==> config.mk <==
export PLATFORM = sky130hd
export DESIGN_NAME = minsoc_clock_monitor
export DESIGN_NICKNAME = d
export VERILOG_FILES = /design/src/rtl/minsoc_clock_pkg.sv /design/src/rtl/minsoc_sync_edge.sv /design/src/rtl/minsoc_clock_monitor.sv
export SDC_FILE = /design/constraint.sdc
export NUM_CORES = 1
export LEC_CHECK = 0
export CAP_MARGIN = 25
export CORE_ASPECT_RATIO = 0.7
export CORE_MARGIN = 2
export CORE_UTILIZATION = 51
export CTS_CLUSTER_SIZE = 28
export DETAILED_ROUTE_END_ITERATION = 6
export PLACE_DENSITY_LB_ADDON = 0.1
export SETUP_SLACK_MARGIN = 0.5
export SYNTH_ARGS = -nofsm -noshare
export SYNTH_HDL_FRONTEND = slang
export SYNTH_SLANG_ARGS = --single-unit
export TNS_END_PERCENT = 10
==> constraint.sdc <==
create_clock -name clk_i -period 2.35 [get_ports clk_i]
set_clock_uncertainty 0.05 [all_clocks]
set_input_delay 0.3525 -clock clk_i [delete_from_list [all_inputs] [get_ports clk_i]]
set_output_delay 0.3525 -clock clk_i [all_outputs]
set_load 0.05 [all_outputs]
==> src/rtl/minsoc_clock_pkg.sv <==
// Shared definitions for the divided-clock monitor.
// The divider and the monitor both derive EXP from these functions.
package minsoc_clock_pkg;

    typedef enum logic [1:0] {
        ST_IDLE    = 2'd0,
        ST_MEASURE = 2'd1,
        ST_LOCKED  = 2'd2,
        ST_LOST    = 2'd3
    } mon_state_e;

    // Odd divisors round down, matching the generic divider's output period.
    function automatic int unsigned clk_exp(input int unsigned div);
        return 2 * (div / 2);
    endfunction

    function automatic int unsigned clk_timeout(input int unsigned div);
        return 4 * clk_exp(div);
    endfunction

endpackage

==> src/rtl/minsoc_sync_edge.sv <==
// Two-flop synchronizer plus delay flop with a rising-edge pulse.
// Reusable for any asynchronous status level.
module minsoc_sync_edge (
    input  logic clk_i,
    input  logic rst_n_i,
    input  logic i_async,
    output logic o_rise
);

    logic r_s1;
    logic r_s2;
    logic r_s3;

    always_ff @(posedge clk_i) begin
        if (!rst_n_i) begin
            r_s1 <= 1'b0;
            r_s2 <= 1'b0;
            r_s3 <= 1'b0;
        end else begin
            r_s1 <= i_async;
            r_s2 <= r_s1;
            r_s3 <= r_s2;
        end
    end

    assign o_rise = r_s2 & ~r_s3;

endmodule

==> src/rtl/minsoc_clock_monitor.sv <==
// Measures the period of a divided clock in clk_i cycles and
// reports lock, loss of clock and a saturating error count.
module minsoc_clock_monitor
    import minsoc_clock_pkg::*;
#(
    parameter int unsigned divisor    = 4,
    parameter int unsigned LOCK_COUNT = 8,
    parameter int unsigned TOL        = 0,
    parameter int unsigned PERIOD_W   = 16
) (
    input  logic                clk_i,
    input  logic                rst_n_i,
    input  logic                mon_clk_i,
    output logic                locked_o,
    output logic                lost_o,
    output logic [PERIOD_W-1:0] period_o,
    output logic                period_valid_o,
    output logic [7:0]          err_cnt_o
);

    localparam logic [PERIOD_W-1:0] EXP_V = PERIOD_W'(clk_exp(divisor));
    localparam logic [PERIOD_W-1:0] TMO_V = PERIOD_W'(clk_timeout(divisor));
    localparam logic [PERIOD_W-1:0] TOL_V = PERIOD_W'(TOL);
    localparam logic [7:0]          LC_V  = 8'(LOCK_COUNT);

    mon_state_e          r_state;
    logic [PERIOD_W-1:0] r_cnt;
    logic [PERIOD_W-1:0] r_period;
    logic                r_pvalid;
    logic [7:0]          r_good;
    logic [7:0]          r_err;

    logic                w_edge;
    logic [PERIOD_W-1:0] w_diff;
    logic                w_match;
    logic                w_timeout;
    logic [7:0]          w_good_inc;
    logic [7:0]          w_err_inc;
    logic [PERIOD_W-1:0] w_cnt_nxt;

    minsoc_sync_edge u_sync (
        .clk_i   (clk_i),
        .rst_n_i (rst_n_i),
        .i_async (mon_clk_i),
        .o_rise  (w_edge)
    );

    // Order the operands first so the distance never underflows.
    assign w_diff  = (r_cnt >= EXP_V) ? (r_cnt - EXP_V) : (EXP_V - r_cnt);
    assign w_match = (w_diff <= TOL_V);

    assign w_good_inc = (r_good >= LC_V) ? r_good : r_good + 8'd1;
    assign w_err_inc  = (&r_err) ? r_err : r_err + 8'd1;
    assign w_cnt_nxt  = (&r_cnt) ? r_cnt : r_cnt + PERIOD_W'(1);

    // An edge landing on the timeout cycle wins over the timeout.
    assign w_timeout = (r_cnt == TMO_V) && !w_edge && (r_state != ST_LOST);

    always_ff @(posedge clk_i) begin
        if (!rst_n_i) begin
            r_state  <= ST_IDLE;
            r_cnt    <= '0;
            r_period <= '0;
            r_pvalid <= 1'b0;
            r_good   <= '0;
            r_err    <= '0;
        end else begin
            r_pvalid <= 1'b0;
            r_cnt    <= w_edge ? PERIOD_W'(1) : w_cnt_nxt;
            if (w_edge) begin
                unique case (r_state)
                    ST_IDLE, ST_LOST: begin
                        r_state <= ST_MEASURE;
                    end
                    ST_MEASURE, ST_LOCKED: begin
                        r_period <= r_cnt;
                        r_pvalid <= 1'b1;
                        if (w_match) begin
                            r_good <= w_good_inc;
                            if (w_good_inc == LC_V)
                                r_state <= ST_LOCKED;
                        end else begin
                            r_good  <= '0;
                            r_err   <= w_err_inc;
                            r_state <= ST_MEASURE;
                        end
                    end
                endcase
            end else if (w_timeout) begin
                r_state <= ST_LOST;
                r_good  <= '0;
                r_err   <= w_err_inc;
            end
        end
    end

    assign locked_o       = (r_state == ST_LOCKED);
    assign lost_o         = (r_state == ST_LOST);
    assign period_o       = r_period;
    assign period_valid_o = r_pvalid;
    assign err_cnt_o      = r_err;

endmodule

======== Yosys cells after proc, flatten, opt, wreduce, memory -nomap -nowiden ========
Index checks and enable logic that the tools add are counted.
word-level totals
  bits in registers ....................... 54
  input bits .............................. 3
  output and inout port bits .............. 27
  word-level logic and storage cells ...... 65
cells by class
  add/sub/neg operators ................... 5
  order comparisons ....................... 3
  equal/unequal tests ..................... 10
  multiplexer cells ....................... 19
  bitwise operators ....................... 3
  reduce and logical (&&, ||, !) cells .... 15
operators with widths
  kind                                                              number
  2-to-1 mux 8 bit                                                  10
  adder 16 x 1 -> 16 bit (second input constant)                    1
  adder 8 x 1 -> 8 bit (second input constant)                      2
  equality test 16 x 5 -> 1 bit (second input constant)             1
  >= comparator 16 x 3 -> 1 bit (second input constant)             1
  less-or-equal comparator 16 x 1 -> 1 bit (second input constant)  1
  2-to-1 mux 16 bit                                                 1
  AND reduction 16 bit                                              1
  subtractor 16 x 3 -> 16 bit (second input constant)               1
  subtractor 3 x 16 -> 16 bit (first input constant)                1
  equality test 8 x 4 -> 1 bit (second input constant)              1
  >= comparator 8 x 4 -> 1 bit (second input constant)              1
  2-to-1 mux 2 bit                                                  4
  AND reduction 2 bit                                               4
  AND reduction 8 bit                                               1
  inequality test 2 bit (second input constant)                     3
  OR reduction 2 bit                                                3
  equality test 2 bit (second input constant)                       2
  inequality test 4 bit (second input constant)                     1
  case mux 2 bit (2 select lines)                                   1
  2-to-1 mux 1 bit                                                  3
  AND reduction 3 bit                                               1
  equality test 2 x 1 -> 1 bit (second input constant)              1
  logical AND 1 bit                                                 2
  other kinds (6)                                                   7

======== Depth between registers and ports, before layout ========
Gate-level depths: netlist (run 1).
  depth in word-level cells ............... 7
  depth in mapped cells ................... 11
  mapped depth without buffers ............ 10

======== Modules after synthesis ========
A second synthesis (run 1) with hierarchy kept.
unflattened totals
  cell total of the unflattened synthesis .. 356
  area, all modules ....................... 2869.0 µm²
by module, submodules not included
  module                instances  cells an instance  area an instance (µm²)  seq. area each (µm²)
  minsoc_clock_monitor  1          349                2776.4                  1021.0
  minsoc_sync_edge      1          7                  92.6                    60.1

======== Worst setup path before layout (run 1) ========
No wires, ideal clock.
  path kind ............................... reg-to-reg
  start ................................... reg r_cnt[3]
  end ..................................... reg r_err[5], in the netlist err_cnt_o[5]
  library setup time ...................... 124 ps
  arrival time ............................ 2372 ps
  data required time ...................... 2176 ps
  path slack .............................. -197 ps
  stages on the path, launching flop included .. 12
  buffers on the path ..................... 1
  clock period less this slack ............ 2547 ps
  path through ............................ dfxtp_1 -> inv_1 -> ha_1 -> a21boi_0 -> nand4b_4 -> mux2i_1 -> xor2_1 -> nand4_1 -> o21bai_2 -> buf_6 -> nor3_1 -> mux2i_1
on the way
  cells in the longest elaborated chain, start to end .. 5
  elaborated cells between the ends (all ways) .. 11
  those cells by class .................... 2 x add/sub; 2 x order compare; 2 x eq/ne; 1 x mux; 4 x reduce/logical
RTL lines
  what                                                                           line                                                    text
  from (decl)                                                                    minsoc_clock_monitor.sv:27                              logic [PERIOD_W-1:0] r_cnt;
  from (signal assigned)                                                         minsoc_clock_monitor.sv:69                              r_cnt <= w_edge ? PERIOD_W'(1) : w_cnt_nxt;
  subtractor 3 x 16 -> 16 bit, or another cell as far along                      minsoc_clock_monitor.sv:49                              assign w_diff = (r_cnt >= EXP_V) ? (r_cnt - EXP_V) : (EXP_V - r_cnt);
  2-to-1 mux 16 bit or logical AND 1 bit (tied branches)                         minsoc_clock_monitor.sv:49, minsoc_clock_monitor.sv:57
  less-or-equal comparator 16 x 1 -> 1 bit or logical AND 1 bit (tied branches)  minsoc_clock_monitor.sv:50, minsoc_clock_monitor.sv:57
  inequality test 2 bit (no source line) or nonzero test 2 bit (tied branches)   --
  AND reduction 3 bit (no source line) *                                         --
  to (signal assigned)                                                           minsoc_clock_monitor.sv:84                              r_err <= w_err_inc;
  to (signal assigned)                                                           minsoc_clock_monitor.sv:92                              r_err <= w_err_inc;
  to (decl)                                                                      minsoc_clock_monitor.sv:31                              logic [7:0] r_err;
Every way passes the cells marked *; elsewhere a longest branch is shown, timed or not.
A chain may end at the register's enable or synchronous reset.

======== Worst setup path in the final report (run 1) ========
  start ................................... reg r_cnt[8]
  end ..................................... reg r_state[1]
on the way
  cells in the longest elaborated chain, start to end .. 6
  elaborated cells between the ends (all ways) .. 14
  those cells by class .................... 2 x add/sub; 2 x order compare; 2 x eq/ne; 4 x mux; 4 x reduce/logical
RTL lines
  what                                                       line                        text
  subtractor 3 x 16 -> 16 bit, or another cell as far along  minsoc_clock_monitor.sv:49
  2-to-1 mux 16 bit                                          minsoc_clock_monitor.sv:49
  less-or-equal comparator 16 x 1 -> 1 bit                   minsoc_clock_monitor.sv:50  assign w_match = (w_diff <= TOL_V);
  2-to-1 mux 2 bit                                           minsoc_clock_monitor.sv:78  if (w_match) begin
  case mux 2 bit (2 select lines)                            minsoc_clock_monitor.sv:71  unique case (r_state)
  2-to-1 mux 2 bit                                           minsoc_clock_monitor.sv:70  if (w_edge) begin
  to (signal assigned)                                       minsoc_clock_monitor.sv:73  r_state <= ST_MEASURE;
  to (signal assigned)                                       minsoc_clock_monitor.sv:81  r_state <= ST_LOCKED;
  to (signal assigned)                                       minsoc_clock_monitor.sv:85  r_state <= ST_MEASURE;
  to (decl)                                                  minsoc_clock_monitor.sv:26  mon_state_e r_state;
Several ways; a longest one is shown, not always the timed one.

==> results of run 1 <==
-- cell type report --
class	instances	area, sq um
clock buffer	6	82.58
clock inverter	1	30.03
fill	422	1436
inverter	10	37.54
multi-input combinational	263	1904
sequential	54	1087
tap	72	90.09
timing repair buffer	77	671.9
-- layer usage --
metal	vias up	part of all wire, %
met2	48	43
met1	1210	51
li1	1302	-
met4	0	0.32
met3	5	5.2
met5	-	0
-- logic make-up (layout without fill, tap and decap cells) --
group	Yosys count	in the layout	share of synthesized area, %
buffers and inverters	28	94	4.340
flip-flops	54	54	37.50
multiplexers	12	12	4.167
AO/OA/AOI/OAI	43	43	10.72
XOR/XNOR	22	22	6.684
AND/OR/NAND/NOR	174	174	31.38
adder cells (fa/ha/maj)	12	12	5.208
-- worst max-delay path: stages (launching register included) --
cell and delay, ns:
dfxtp_2 0.33, or4_4 0.58, nand4b_4 0.27, mux2i_2 0.23
xor2_1 0.22, nand2_1 0.12, or4_4 0.53, a21oi_2 0.13
-- state kept, by name, summed over array words and instances, names as in the netlist --
signal / count
period_o: 16
r_cnt: 16
err_cnt_o: 8
r_good: 8
r_state: 2
period_valid_o: 1
u_sync.r_s1: 1
u_sync.r_s2: 1
u_sync.r_s3: 1
-- cells in the final DEF, fill, tap and decap left out, types with 4 or more instances in the layout --
master / n
nand2_1: 54
dfxtp_1: 49
buf_4: 44
nor2_1: 34
dlygate4sd2_1: 20
a21boi_0: 16
nand3_1: 11
ha_1: 11
mux2i_1: 10
nand2b_1: 10
inv_1: 9
xor2_1: 9
xnor2_1: 9
nand4_1: 7
and3_1: 7
and2_1: 6
a21oi_1: 6
clkbuf_8: 6
dlymetal6s2s_1: 6
o21ai_0: 5
nor3_1: 5
dfxtp_2: 5
nor4_2: 4
-- report_power, final --
part / leakage, nW / internal, mW / switching (mW)
clock network: 0.0573 / 0.342 / 0.310
logic: 1.24 / 0.100 / 0.118
registers: 0.439 / 0.924 / 0.00542
total: 1.73 / 1.37 / 0.434
-- worst paths after layout --
path | start | end | slack [ns]
max | r_cnt[8]$_SDFFE_PP0N_ | r_state[1]$_SDFFE_PN0P_ | -0.18
min | u_sync.r_s1$_SDFF_PN0_ | u_sync.r_s2$_SDFF_PN0_ | 0.40
max reg2reg | r_cnt[8]$_SDFFE_PP0N_ | r_state[1]$_SDFFE_PN0P_ | -0.18
min reg2reg | u_sync.r_s1$_SDFF_PN0_ | u_sync.r_s2$_SDFF_PN0_ | 0.40
-- repair_timing --
action,CTS,global route
endpoints found under the hold margin,0,0
resized for setup,37,48
setup endpoints to repair,53,38
pin swaps,19,36
buffers inserted,0,1
cloned,0,0
==> results.sh, run 1 <==
export IMPL_die_w_microns=93.86
export IMPL_yosysMostFrequentCell="nand2_1"
export IMPL_clock_latency_ns=0.31
export IMPL_grtUsageTotal_pct=23.00
export IMPL_finalSetupTns_ns=-1.836
export IMPL_power_density_nw_per_um2=461.0
export IMPL_htreeDepth=2
export IMPL_synth_edf_count=0
export IMPL_yosysSeqAreaShare_pct=37.50
export IMPL_r2r_cells=7
export IMPL_worstPathArrival_ns=2.72
export IMPL_synth_nets=360
export IMPL_hp_class="flop to flop"
export IMPL_die_y_microns=66.90
export IMPL_port_buffers=29
export IMPL_nets=426
export IMPL_rows=22
export IMPL_min_period_ns=2.526
export IMPL_coreArea_sq_um=5340
export IMPL_dr_total_vias=2565
export IMPL_met2_usage_pct=35.45
export IMPL_gp_congestion=0.8976
export IMPL_p_leak_nw=1.733
export IMPL_die_area_sq_um=6279
export IMPL_hold_buffers=0
export IMPL_clk_path_buf_depth=2
export IMPL_syn_area_sq_um=2883
export IMPL_endpoint_kind="flop"
export IMPL_wl_microns=7192
export IMPL_cts_tree="done"
export IMPL_dp_slack_ns=-0.1032
export IMPL_synthFlopType="dfxtp_1"
export IMPL_synthArstFlopShare_pct=0
export IMPL_clockRootBuffer="clkbuf_8"
export IMPL_grt_max_degree=33
export IMPL_grt_pass1_vias=2379
export IMPL_overflow=0
export IMPL_drc_errors=0
export IMPL_path_class="flop to flop"
export IMPL_power_total_mw=1.800
export IMPL_path_clk_slew_ns=0.10
export IMPL_fin_area_sq_um=3904
export IMPL_wl_per_cell_microns=14.89
export IMPL_instances_no_fill=483
export IMPL_synth_common_cells="nand2_1, dfxtp_1, nor2_1"
export IMPL_rsz0062_at_grt="yes"
export IMPL_avgSynthCellArea_sq_um=8.356
export IMPL_tightest_slew_ns=0.5053
export IMPL_timing_final_ws_setup_ns=-0.1765
export IMPL_pin_count=30
export IMPL_fin_crit_sh_pct=107.5
export IMPL_violations="setup timing"
export IMPL_hold_violations=0
export IMPL_dp_cells=475
export IMPL_cts_buffers=5
export IMPL_diodes=0
export IMPL_viasPerCell=5.311
export IMPL_dpl_cell_area_sq_um=3547
export IMPL_yosysTopAreaCellShare_pct=37.50
export IMPL_holdWs_ns=0.3972
export IMPL_grt_antenna_before_repair=0
export IMPL_synth_seq_cells=54
export IMPL_start_util_pct=53.98
export IMPL_yosys_top_cells_area="dfxtp_1, nand2_1, ha_1"
export IMPL_syn_inst=345
export IMPL_yosysUniqueCellTypes=46
export IMPL_fmax_ghz=0.3958
export IMPL_startpoint_type="flop"
export IMPL_grt_pass1_wl_microns=11240
export IMPL_yosysWarningCount=0
export IMPL_finalMaxSlewViolations=0
export IMPL_syn2layout_area_growth_pct=35.42
export IMPL_final_layout_size_suffix_gt1_share_pct=26.03
export IMPL_yosys_area_top_type="dfxtp_1"
export IMPL_grt_busiest_layer="met2"
export IMPL_antenna_left=0
export IMPL_grt_use_met3_pct=4.864
export IMPL_firstDrtPassIters=4
export IMPL_clock_sinks=54
export IMPL_whs_path_depth=1
export IMPL_utilization_pct=73.10
export IMPL_drt_iter0_drc=122
export IMPL_outcome="finished with violations"
export IMPL_dp_hpwl_microns=5135
export IMPL_required_ns=2.54
export IMPL_setup_viol=18
export IMPL_vdd_drop_max_uv=310.0
export IMPL_met1_usage_pct=33.54
export IMPL_slew_headroom_pct=66.19
export IMPL_drv_cap=0
export IMPL_cp_max_fo=7
Power figures use the tool's default switching activity.
==> run 2: changes to the inputs <==
- CAP_MARGIN: 25 -> 15
==> results of run 2 <==
Same layout as run 1: the final DEF is identical, and so are final timing and power.
==> run 3: changes to the inputs <==
- CORE_UTILIZATION: 51 -> 55
- clock period: 2.35 -> 2.4 ns (I/O delays scaled with it)
==> run 3 against run 2 <==
The flow still finishes with violations (setup timing). Non-clock buffer count decreased by 8. Combinational power decreased by 10%. Sequential power decreased by 2%. Wire length decreased by 0.90%. Cell count decreased by 1.4%. First-iteration DRC count increased by 110%. Count of clock-buffer cells in the layout decreased by 1. Critical path depth unchanged. Register-to-register slack about the same. Final area decreased by 3.5%. Global-route usage increased by 1.9 points. Largest power group unchanged. Highest routed layer unchanged.
==> results.sh, run 3 (synthesized netlist as in run 1, its figures left out) <==
export IMPL_clock_sinks=54
export IMPL_hold_violations=0
export IMPL_crit_reg2reg_launch="r_cnt[8]$_SDFFE_PP0N_"
export IMPL_start_util_pct=56.00
export IMPL_dp_hpwl_microns=5184
export IMPL_die_area_sq_um=5846
export IMPL_rsz0062_at_grt="yes"
export IMPL_worstPathArrival_ns=2.76
export IMPL_finalSetupTns_ns=-1.447
export IMPL_antenna_left=0
export IMPL_grt_pass1_wl_microns=11610
export IMPL_required_ns=2.59
export IMPL_hold_start="u_sync.r_s1$_SDFF_PN0_"
export IMPL_final_cell_mix="nand2_1, dfxtp_1, nor2_1, buf_4, a21boi_0"
export IMPL_grt_max_degree=30
export IMPL_p_leak_nw=1.653
export IMPL_rows=22
export IMPL_violations="setup timing"
export IMPL_htreeDepth=2
export IMPL_diodes=0
export IMPL_vdd_drop_max_uv=418.6
export IMPL_firstDrtPassIters=5
export IMPL_endpoint_kind="flop"
export IMPL_fin_crit_sh_pct=107.1
export IMPL_utilization_pct=73.19
export IMPL_clockRootBuffer="clkbuf_8"
export IMPL_slowest_stage="or4_4"
export IMPL_path_cells="or4_4, nand4b_4, mux2i_1, xor2_1, nand2_1, or4_4, a21oi_2"
export IMPL_die_y_microns=64.57
export IMPL_fmax_ghz=0.3890
export IMPL_r2r_cells=7
export IMPL_hold_end="u_sync.r_s2$_SDFF_PN0_"
export IMPL_wl_per_cell_microns=14.97
export IMPL_whs_path_depth=1
export IMPL_clock_latency_ns=0.31
export IMPL_holdWs_ns=0.3931
export IMPL_gp_congestion=0.9232
export IMPL_path_clk_slew_ns=0.10
export IMPL_crit_family="simple AND/OR/NAND/NOR gates"
export IMPL_regArea_sq_um=1089
export IMPL_tightest_slew_ns=0.5951
export IMPL_cts_buffers=5
export IMPL_pin_count=30
export IMPL_multi_input_area_sq_um=1804
export IMPL_grtUsageTotal_pct=24.87
export IMPL_clk_path_buf_depth=2
export IMPL_finalMaxSlewViolations=0
export IMPL_port_buffers=29
export IMPL_setup_viol=18
export IMPL_slew_headroom_pct=59.96
export IMPL_slowest_delay_ns=0.57
export IMPL_fill_cells=415
export IMPL_coreArea_sq_um=5147
export IMPL_timing_final_ws_setup_ns=-0.1705
export IMPL_dr_total_vias=2613
export IMPL_power_density_nw_per_um2=460.0
export IMPL_hp_class="flop to flop"
export IMPL_wl_microns=7127
export IMPL_drt_iter0_drc=252
export IMPL_hold_buffers=0
export IMPL_crit_buf_inv=0
export IMPL_instances_no_fill=476
export IMPL_syn2layout_area_growth_pct=30.69
export IMPL_grt_pass1_vias=2341
export IMPL_min_period_ns=2.571
export IMPL_final_common_cell="nand2_1"
export IMPL_crit_path_frequent_cell="or4_4"
export IMPL_viasPerCell=5.489
export IMPL_dp_cells=467
export IMPL_cp_max_fo=7
export IMPL_final_layout_size_suffix_gt1_share_pct=21.78
export IMPL_nets=418
export IMPL_die_w_microns=90.53
export IMPL_r2r_end="r_state[1]$_SDFFE_PN0P_"
export IMPL_drv_cap=0
export IMPL_outcome="finished with violations"
export IMPL_overflow=0
export IMPL_rrSetupSlack_ns=-0.17
export IMPL_dp_slack_ns=-0.1149
export IMPL_grt_antenna_before_repair=0
export IMPL_drc_errors=0
export IMPL_path_class="flop to flop"
export IMPL_cts_tree="done"
export IMPL_startpoint_type="flop"
-- run 3: changes by cell type in the layout (fill, tap and decap cells not counted), moves of 2 or more --
cell             before  now
buf_4                44   34
ha_1                 11    9
xnor2_1               9   12
nand2_1              54   58
nand2_4               3    0
dlygate4sd2_1        20    9
xnor2_2               3    1
clkdlybuf4s50_1       2   11
buf_6                 1    4
dlymetal6s2s_1        6    8
nor2_4                2    0
-- run 3: how the worst max path moves through the flow --
| stage | cells past startpoint | from | endpoint |
|---|---|---|---|
| floorplan | 10 | r_cnt[8]$_SDFFE_PP0N_ | err_cnt_o[5]$_SDFFE_PN0P_ |
| global placement | 9 | r_cnt[8]$_SDFFE_PP0N_ | r_good[1]$_SDFFE_PN0P_ |
| detailed placement | 11 | r_cnt[3]$_SDFFE_PP0N_ | err_cnt_o[5]$_SDFFE_PN0P_ |
| CTS | 8 | r_cnt[11]$_SDFFE_PP0N_ | r_state[0]$_SDFFE_PN0P_ |
| global route | 9 | r_cnt[0]$_SDFFE_PN0P_ | r_state[1]$_SDFFE_PN0P_ |
| finish | 7 | r_cnt[8]$_SDFFE_PP0N_ | r_state[1]$_SDFFE_PN0P_ |
-- run 3: through the flow --
stage	instance area [sq um]	power (mW)
3_3_place_gp	3487	1.103
6_report	3767	1.733
4_1_cts	3630	1.727
5_1_grt	3767	1.792
3_5_place_dp	3487	1.106
2_1_floorplan	2889	1.054
-- run 3: repair_timing --
action                                  in CTS  in global routing
buffers inserted                             1                  0
gates cloned                                 0                  0
endpoints found under the setup margin      40                 40
gates resized for setup                     18                 38
pin swaps                                    9                 13
-- run 3: routing by layer --
layer	part of all wire, %	global-route usage, %	up-vias
met2	44	37.22	99
met3	5.9	4.070	15
met4	1.6	8.077	0
met1	48	36.53	1214
li1	-	-	1285
met5	0	0	-
-- run 3: layout make-up --
cell class / instances / share of cell area, %
clock inverter: 3 / 1.162
tap: 72 / 2.391
sequential: 54 / 28.89
clock buffer: 5 / 1.827
timing repair buffer: 69 / 16.84
inverter: 10 / 0.9963
multi-input combinational: 263 / 47.89
-- run 3: where the power goes --
| part | switching [mW] | total, mW | leakage, nW | internal (mW) |
|---|---|---|---|---|
| Combinational | 0.112 | 0.197 | 1.15 | 0.0849 |
| Sequential | 0.00567 | 0.910 | 0.439 | 0.904 |
| Clock | 0.313 | 0.626 | 0.0585 | 0.313 |
